## src/rtl/decode_pkg.sv

```systemverilog
// Shared types and encodings for the RV32I(+M) decode stage.
// Control codes select the execute operation; uop_t is the queued micro-op.
package decode_pkg;

    localparam int unsigned UOP_XLEN = 32;

    localparam logic [4:0] CTL_AND    = 5'd0;
    localparam logic [4:0] CTL_OR     = 5'd1;
    localparam logic [4:0] CTL_ADD    = 5'd2;
    localparam logic [4:0] CTL_XOR    = 5'd3;
    localparam logic [4:0] CTL_SLL    = 5'd4;
    localparam logic [4:0] CTL_SRL    = 5'd5;
    localparam logic [4:0] CTL_SUB    = 5'd6;
    localparam logic [4:0] CTL_SLT    = 5'd7;
    localparam logic [4:0] CTL_LUI    = 5'd10;
    localparam logic [4:0] CTL_SLTU   = 5'd13;
    localparam logic [4:0] CTL_SRA    = 5'd15;
    localparam logic [4:0] CTL_MUL    = 5'd16;
    localparam logic [4:0] CTL_MULH   = 5'd17;
    localparam logic [4:0] CTL_MULHSU = 5'd18;
    localparam logic [4:0] CTL_MULHU  = 5'd19;
    localparam logic [4:0] CTL_DIV    = 5'd20;
    localparam logic [4:0] CTL_DIVU   = 5'd21;
    localparam logic [4:0] CTL_REM    = 5'd22;
    localparam logic [4:0] CTL_REMU   = 5'd23;
    localparam logic [4:0] CTL_BEQ    = 5'd24;
    localparam logic [4:0] CTL_BNE    = 5'd25;
    localparam logic [4:0] CTL_BLT    = 5'd26;
    localparam logic [4:0] CTL_BGE    = 5'd27;
    localparam logic [4:0] CTL_BLTU   = 5'd28;
    localparam logic [4:0] CTL_BGEU   = 5'd29;
    localparam logic [4:0] CTL_ZERO   = 5'd31;

    localparam logic [6:0] OPC_LUI    = 7'b0110111;
    localparam logic [6:0] OPC_AUIPC  = 7'b0010111;
    localparam logic [6:0] OPC_JAL    = 7'b1101111;
    localparam logic [6:0] OPC_JALR   = 7'b1100111;
    localparam logic [6:0] OPC_BRANCH = 7'b1100011;
    localparam logic [6:0] OPC_LOAD   = 7'b0000011;
    localparam logic [6:0] OPC_STORE  = 7'b0100011;
    localparam logic [6:0] OPC_OPIMM  = 7'b0010011;
    localparam logic [6:0] OPC_OP     = 7'b0110011;

    typedef struct packed {
        logic [UOP_XLEN-1:0] pc;
        logic [UOP_XLEN-1:0] imm;
        logic [4:0]          ctl;
        logic [4:0]          rs1;
        logic [4:0]          rs2;
        logic [4:0]          rd;
        logic                read_rs1;
        logic                read_rs2;
        logic                src_imm;
        logic                src_pc;
        logic                reg_write;
        logic                mem_read;
        logic                mem_write;
        logic [1:0]          mem_size;
        logic                mem_unsigned;
        logic                branch;
        logic                jump;
        logic                link;
        logic                illegal;
    } uop_t;

endpackage

```

## src/rtl/decode_queue_rv_decoder.sv

```systemverilog
// Purely combinational RV32I(+M) instruction decoder: instr + pc -> uop_t.
// Unrecognised encodings yield a trap-only uop (illegal=1, ctl=31, no side effects).
module rv_decoder
    import decode_pkg::*;
#(
    parameter bit EN_M = 1'b1
) (
    input  logic [31:0]         i_instr,
    input  logic [UOP_XLEN-1:0] i_pc,
    output uop_t                o_uop_c
);

    logic [6:0]  w_opcode;
    logic [2:0]  w_f3;
    logic [6:0]  w_f7;
    logic [31:0] w_imm_i, w_imm_s, w_imm_b, w_imm_u, w_imm_j;
    logic        w_ill;
    uop_t        w_uop;

    assign w_opcode = i_instr[6:0];
    assign w_f3     = i_instr[14:12];
    assign w_f7     = i_instr[31:25];
    assign w_imm_i  = {{20{i_instr[31]}}, i_instr[31:20]};
    assign w_imm_s  = {{20{i_instr[31]}}, i_instr[31:25], i_instr[11:7]};
    assign w_imm_b  = {{19{i_instr[31]}}, i_instr[31], i_instr[7], i_instr[30:25], i_instr[11:8], 1'b0};
    assign w_imm_u  = {i_instr[31:12], 12'b0};
    assign w_imm_j  = {{11{i_instr[31]}}, i_instr[31], i_instr[19:12], i_instr[20], i_instr[30:21], 1'b0};

    always_comb begin
        w_uop     = '0;
        w_ill     = 1'b0;
        w_uop.pc  = i_pc;
        w_uop.rs1 = i_instr[19:15];
        w_uop.rs2 = i_instr[24:20];
        w_uop.rd  = i_instr[11:7];
        case (w_opcode)
            OPC_LUI: begin
                w_uop.ctl = CTL_LUI; w_uop.imm = w_imm_u;
                w_uop.src_imm = 1'b1; w_uop.reg_write = 1'b1;
            end
            OPC_AUIPC: begin
                w_uop.ctl = CTL_ADD; w_uop.imm = w_imm_u;
                w_uop.src_imm = 1'b1; w_uop.src_pc = 1'b1; w_uop.reg_write = 1'b1;
            end
            OPC_JAL: begin
                w_uop.ctl = CTL_ADD; w_uop.imm = w_imm_j;
                w_uop.src_imm = 1'b1; w_uop.src_pc = 1'b1;
                w_uop.jump = 1'b1; w_uop.link = 1'b1; w_uop.reg_write = 1'b1;
            end
            OPC_JALR: begin
                w_ill = (w_f3 != 3'b000);
                w_uop.ctl = CTL_ADD; w_uop.imm = w_imm_i; w_uop.read_rs1 = 1'b1;
                w_uop.src_imm = 1'b1; w_uop.jump = 1'b1; w_uop.link = 1'b1; w_uop.reg_write = 1'b1;
            end
            OPC_BRANCH: begin
                w_uop.imm = w_imm_b; w_uop.read_rs1 = 1'b1; w_uop.read_rs2 = 1'b1;
                w_uop.src_pc = 1'b1; w_uop.branch = 1'b1;
                case (w_f3)
                    3'b000:  w_uop.ctl = CTL_BEQ;
                    3'b001:  w_uop.ctl = CTL_BNE;
                    3'b100:  w_uop.ctl = CTL_BLT;
                    3'b101:  w_uop.ctl = CTL_BGE;
                    3'b110:  w_uop.ctl = CTL_BLTU;
                    3'b111:  w_uop.ctl = CTL_BGEU;
                    default: w_ill = 1'b1;
                endcase
            end
            OPC_LOAD: begin
                w_ill = (w_f3 == 3'b011) || (w_f3 == 3'b110) || (w_f3 == 3'b111);
                w_uop.ctl = CTL_ADD; w_uop.imm = w_imm_i; w_uop.read_rs1 = 1'b1;
                w_uop.src_imm = 1'b1; w_uop.mem_read = 1'b1; w_uop.reg_write = 1'b1;
                w_uop.mem_size = w_f3[1:0]; w_uop.mem_unsigned = w_f3[2];
            end
            OPC_STORE: begin
                w_ill = w_f3[2] || (w_f3[1:0] == 2'b11);
                w_uop.ctl = CTL_ADD; w_uop.imm = w_imm_s; w_uop.read_rs1 = 1'b1;
                w_uop.read_rs2 = 1'b1; w_uop.src_imm = 1'b1; w_uop.mem_write = 1'b1;
                w_uop.mem_size = w_f3[1:0];
            end
            OPC_OPIMM: begin
                w_uop.imm = w_imm_i; w_uop.read_rs1 = 1'b1;
                w_uop.src_imm = 1'b1; w_uop.reg_write = 1'b1;
                case (w_f3)
                    3'b000:  w_uop.ctl = CTL_ADD;
                    3'b010:  w_uop.ctl = CTL_SLT;
                    3'b011:  w_uop.ctl = CTL_SLTU;
                    3'b100:  w_uop.ctl = CTL_XOR;
                    3'b110:  w_uop.ctl = CTL_OR;
                    3'b111:  w_uop.ctl = CTL_AND;
                    3'b001: begin
                        w_uop.ctl = CTL_SLL; w_ill = (w_f7 != 7'b0000000);
                    end
                    default: begin
                        w_uop.ctl = (w_f7 == 7'b0100000) ? CTL_SRA : CTL_SRL;
                        w_ill = (w_f7 != 7'b0000000) && (w_f7 != 7'b0100000);
                    end
                endcase
            end
            OPC_OP: begin
                w_uop.read_rs1 = 1'b1; w_uop.read_rs2 = 1'b1; w_uop.reg_write = 1'b1;
                if (w_f7 == 7'b0000000) begin
                    case (w_f3)
                        3'b000:  w_uop.ctl = CTL_ADD;
                        3'b001:  w_uop.ctl = CTL_SLL;
                        3'b010:  w_uop.ctl = CTL_SLT;
                        3'b011:  w_uop.ctl = CTL_SLTU;
                        3'b100:  w_uop.ctl = CTL_XOR;
                        3'b101:  w_uop.ctl = CTL_SRL;
                        3'b110:  w_uop.ctl = CTL_OR;
                        default: w_uop.ctl = CTL_AND;
                    endcase
                end else if (w_f7 == 7'b0100000 && w_f3 == 3'b000) begin
                    w_uop.ctl = CTL_SUB;
                end else if (w_f7 == 7'b0100000 && w_f3 == 3'b101) begin
                    w_uop.ctl = CTL_SRA;
                end else if (w_f7 == 7'b0000001 && EN_M) begin
                    w_uop.ctl = CTL_MUL | {2'b00, w_f3};
                end else begin
                    w_ill = 1'b1;
                end
            end
            default: w_ill = 1'b1;
        endcase
        if (w_uop.rd == 5'd0) w_uop.reg_write = 1'b0;
        // Trap-only uop keeps pc and register fields for the downstream handler.
        if (w_ill) begin
            w_uop.imm          = '0;
            w_uop.read_rs1     = 1'b0;
            w_uop.read_rs2     = 1'b0;
            w_uop.src_imm      = 1'b0;
            w_uop.src_pc       = 1'b0;
            w_uop.reg_write    = 1'b0;
            w_uop.mem_read     = 1'b0;
            w_uop.mem_write    = 1'b0;
            w_uop.mem_size     = 2'b00;
            w_uop.mem_unsigned = 1'b0;
            w_uop.branch       = 1'b0;
            w_uop.jump         = 1'b0;
            w_uop.link         = 1'b0;
            w_uop.ctl          = CTL_ZERO;
            w_uop.illegal      = 1'b1;
        end
    end

    assign o_uop_c = w_uop;

endmodule

```

## src/rtl/decode_queue.sv

```systemverilog
// Decode stage with a DEPTH-entry output queue between fetch and issue.
// All handshake outputs come from registers; no fetch-to-issue combinational path.
module decode_queue
    import decode_pkg::*;
#(
    parameter int unsigned XLEN  = 32,
    parameter int unsigned DEPTH = 2,
    parameter bit          EN_M  = 1'b1,
    parameter int unsigned CNT_W = $clog2(DEPTH + 1)
) (
    input  logic                    clk,
    input  logic                    rst,
    input  logic                    in_valid,
    output logic                    in_ready,
    input  logic [31:0]             in_instr,
    input  logic [XLEN-1:0]         in_pc,
    input  logic                    flush,
    output logic                    out_valid,
    input  logic                    out_ready,
    output logic [$bits(uop_t)-1:0] out_uop,
    output logic [CNT_W-1:0]        count
);

    localparam int unsigned PTR_W = (DEPTH > 1) ? $clog2(DEPTH) : 1;

    uop_t             r_mem [DEPTH];
    logic [PTR_W-1:0] r_wr_ptr, r_rd_ptr;
    logic [CNT_W-1:0] r_count;
    logic             r_out_valid, r_in_ready;
    logic             w_push, w_pop;
    logic [CNT_W-1:0] w_cnt_nxt;
    uop_t             w_uop;

    rv_decoder #(.EN_M(EN_M)) u_dec (
        .i_instr (in_instr),
        .i_pc    (UOP_XLEN'(in_pc)),
        .o_uop_c (w_uop)
    );

    assign w_push    = in_valid & r_in_ready & ~flush;
    assign w_pop     = r_out_valid & out_ready & ~flush;
    assign w_cnt_nxt = r_count + CNT_W'(w_push) - CNT_W'(w_pop);

    // Queue state; flush zeroes occupancy and pointers but leaves storage as is.
    always_ff @(posedge clk or posedge rst) begin
        if (rst) begin
            for (int unsigned i = 0; i < DEPTH; i++) r_mem[i] <= '0;
            r_wr_ptr    <= '0;
            r_rd_ptr    <= '0;
            r_count     <= '0;
            r_out_valid <= 1'b0;
            r_in_ready  <= 1'b1;
        end else if (flush) begin
            r_wr_ptr    <= '0;
            r_rd_ptr    <= '0;
            r_count     <= '0;
            r_out_valid <= 1'b0;
            r_in_ready  <= 1'b1;
        end else begin
            if (w_push) begin
                r_mem[r_wr_ptr] <= w_uop;
                r_wr_ptr <= (r_wr_ptr == PTR_W'(DEPTH - 1)) ? '0 : r_wr_ptr + PTR_W'(1);
            end
            if (w_pop) begin
                r_rd_ptr <= (r_rd_ptr == PTR_W'(DEPTH - 1)) ? '0 : r_rd_ptr + PTR_W'(1);
            end
            r_count     <= w_cnt_nxt;
            r_out_valid <= (w_cnt_nxt != '0);
            r_in_ready  <= (w_cnt_nxt != CNT_W'(DEPTH));
        end
    end

    assign in_ready  = r_in_ready;
    assign out_valid = r_out_valid;
    assign count     = r_count;
    assign out_uop   = r_mem[r_rd_ptr];

endmodule

```

## config.mk

```make
export PLATFORM = sky130hd
export DESIGN_NAME = decode_queue
export DESIGN_NICKNAME = d
export VERILOG_FILES = /design/src/rtl/decode_pkg.sv /design/src/rtl/decode_queue_rv_decoder.sv /design/src/rtl/decode_queue.sv
export SDC_FILE = /design/constraint.sdc
export NUM_CORES = 1
export LEC_CHECK = 0
export ABC_CLOCK_PERIOD_IN_PS = 9700
export BUFFER_PORTS_ARGS = -buffer_cell sky130_fd_sc_hd__buf_2
export CORE_ASPECT_RATIO = 1.75
export CORE_MARGIN = 2
export CORE_UTILIZATION = 60
export DETAILED_ROUTE_END_ITERATION = 10
export PLACE_DENSITY_LB_ADDON = 0.05
export SYNTH_ARGS = -nofsm -noshare
export SYNTH_HDL_FRONTEND = slang
export SYNTH_HIERARCHICAL = 1
export SYNTH_SLANG_ARGS = --single-unit
```

## constraint.sdc

```tcl
create_clock -name clk -period 9.7 [get_ports clk]
set_clock_uncertainty 0.05 [all_clocks]
set_input_delay 0 -clock clk [delete_from_list [all_inputs] [get_ports clk]]
set_output_delay 0 -clock clk [all_outputs]
set_load 0.005 [all_outputs]
```

==> impl_metrics.json <==
{
  "status": "complete, no violations",
  "synth_ff_type": "dfrtp_1",
  "drv_slew": 0,
  "place.gp.congestion": 0.8922,
  "drt_wl_total_mm": 23.33,
  "cts_buffer_depth": 3,
  "p_switching_uw": 573.1,
  "synthTopCellsByArea": "dfrtp_1 48%, mux2_2 29%, buf_4 4.3%",
  "clock_sinks": 202,
  "portBuffers": 170,
  "slowest_stage": "or4_4",
  "hold_class": "in2reg",
  "cp_num_buf_inv": 3,
  "crit_arrival_ns": 3.10,
  "path_cells": "dlygate4sd3_1 > buf_2 > nor4_1 > o211ai_1 > a221oi_2 > and3_1 > inv_4 > or4_4 > mux2_2",
  "async_flop_share_pct": 100.0,
  "finalHoldViolations": 0,
  "row_count": 63,
  "htreeDepth": 1,
  "p_comb_share_pct": 20.8,
  "r2r_slack_ns": 6.97,
  "syn_area_um2": 10400,
  "wl_per_cell_um": 19.55,
  "finalCritPeriodShare_pct": 28.66,
  "power_density_nw_per_um2": 186.1,
  "synth_common_cells": "272 x mux2_2, 201 x dfrtp_1, 59 x buf_4",
  "synth-seq-cells": 202,
  "synth_cell_types": 55,
  "clk_pin_slew_ns": 0.07,
  "synth.most_common_cell": "mux2_2",
  "rsz0062_at_grt": "false",
  "vias": 6801,
  "cts_tree": "built",
  "synth-edff-count": 0,
  "critPathTopFamily": "simple AND/OR/NAND/NOR gates",
  "ant_nets": 0,
  "clockRootBuffer": "clkbuf_16",
  "numPlacedInstances": 1105,
  "via_per_inst": 5.701,
  "fp.coreArea_um2": 16950,
  "synth-seq-area-share_pct": 48.60,
  "drcViolationCount": 0,
  "numCtsBuffers": 19,
  "critPathLaunchType": "input port",
  "p_sw_share_pct": 25.66,
  "track_usage_pct": 25.53,
  "diodes": 0,
  "insertion_delay_ns": 0.48,
  "start_util_pct": 61.39,
  "dr.pass1.iters": 5,
  "fin_nets": 1025,
  "dp_hpwl_mm": 15.59,
  "placed_cell_area_um2": 10870,
  "max-vdd-ir-drop_v": 0.0001971,
  "synth_top_cell_area_share_pct": 48.35,
  "synth_fp_nets": 879,
  "die_h_um": 178.2,
  "grt_pass1_wl_mm": 38.26,
  "drv_cap": 0,
  "dieArea_um2": 18450,
  "crit_fanout": 28,
  "area_growth_pct": 15.33,
  "fin_cells": 1193,
  "overflow": 0,
  "required_ns": 10.02,
  "drtIter0Drc": 254,
  "fin_crit_ns": 2.780,
  "first_global_vias": 7360,
  "antenna_found_initial": 0,
  "ys_warn_count": 6,
  "yosysTopAreaCell": "dfrtp_1",
  "postSynthAreaPerCell_um2": 12.88,
  "p_leak_nw": 5.619,
  "slew_headroom_pct": 22.54,
  "cp-end-kind": "register",
  "num_io_pins": 171,
  "tightest_slew_ns": 1.162,
  "fmax_mhz": 359.7,
  "grt_max_degree": 130,
  "share_seq_of_total_power_pct": 47.6,
  "critPathKind": "in2reg",
  "p_clk_share_pct": 31.6,
  "ctsResizeCount": 0,
  "syn_inst": 808,
  "finish.utilization_pct": 70.80,
  "finalSetupTns_ns": 0,
  "slowest_delay_ns": 0.59,
  "p_int_mw": 1.660,
  "die_w_um": 103.5,
  "fin_area_um2": 12000,
  "drive_gt1_share_pct": 52.59,
  "finalSetupViolations": 0
}
==> cell families after synthesis <==
family	Yosys count	share of synthesized area, %
simple gates	126	6.867
buf+inv	115	7.312
xor+xnor	2	0.3007
compound gates	65	3.933
flops	202	48.60
fa+ha+maj	2	0.2405
mux	296	32.75
==> timing repair <==
item	4_1_cts	5_1_grt
buffers inserted	0	0
endpoints found under the hold margin	255	0
hold buffers	55	0
==> power groups by stage <==
stage	Sequential, mW	Combinational [mW]	Clock (mW)
2_1_floorplan	1.04	0.340	0
3_3_place_gp	1.06	0.433	0
3_5_place_dp	1.08	0.449	0
4_1_cts	1.06	0.469	0.725
5_1_grt	1.08	0.507	0.754
6_report	1.06	0.464	0.706
==> metal layers <==
layer / global-route usage [%] / up-vias / share of wire, %
li1: - / 3128 / -
met1: 29.77 / 3454 / 39
met2: 48.23 / 173 / 54
met3: 3.727 / 46 / 4.1
met4: 8.221 / 0 / 2.7
met5: 0 / - / 0
==> worst reg2reg max path: cells and delay by family, from the launching register on <==
family / cells / cell delay [ns]
buffers and inverters: 1 / 0.94
flip-flops: 1 / 0.60
multiplexers: 1 / 0.49
AND/OR/NAND/NOR: 1 / 0.53
==> placed cells by master (no fill, tap or decap), drive strengths merged, types with 7 or more instances in the layout <==
master	netlist	final
nand3	10	10
a21oi	30	30
inv	10	11
dlygate4sd3	0	55
buf	90	175
and3	9	9
o21ai	7	7
mux2	295	295
nor4	7	7
nor3	8	8
nor2	29	29
clkbuf	15	26
nand2b	9	9
dfrtp	201	201
nand2	21	21
==> worst paths after layout <==
path,to,cells past startpoint,from
worst max-delay path,r_mem[30],9,in_instr[27]
worst min-delay path,r_mem[137],3,in_instr[25]
worst max register to register,r_mem[142],3,in_ready
worst min register to register,r_mem[38],1,r_mem[38]
max in group asynchronous,r_mem[79],4,rst
min in group asynchronous,count[0],3,rst
==> registers in the layout (all words and copies together) (netlist names) <==
name / flops
count: 2
r_rd_ptr: 1
r_mem: 196
r_wr_ptr: 1
in_ready: 1
out_valid: 1
==> final cells by class <==
class / count / area, µm²
multi-input combinational: 491 / 4591
clock buffer: 26 / 511.7
inverter: 10 / 47.55
sequential: 202 / 5060
timing repair buffer: 230 / 1439
fill: 1212 / 4949
tap: 227 / 284.0
clock inverter: 7 / 66.31
==> metrics by stage <==
stage	setup WS [ns]	hold WS, ns	power [mW]
3_5_place_dp	6.962	0.2018	1.527
3_3_place_gp	7.008	0.1896	1.497
2_1_floorplan	4.141	0.1068	1.385
4_1_cts	6.937	0.02377	2.256
5_1_grt	6.743	0.07405	2.344
6_report	6.920	0.04977	2.233
Power figures use the tool's default switching activity.
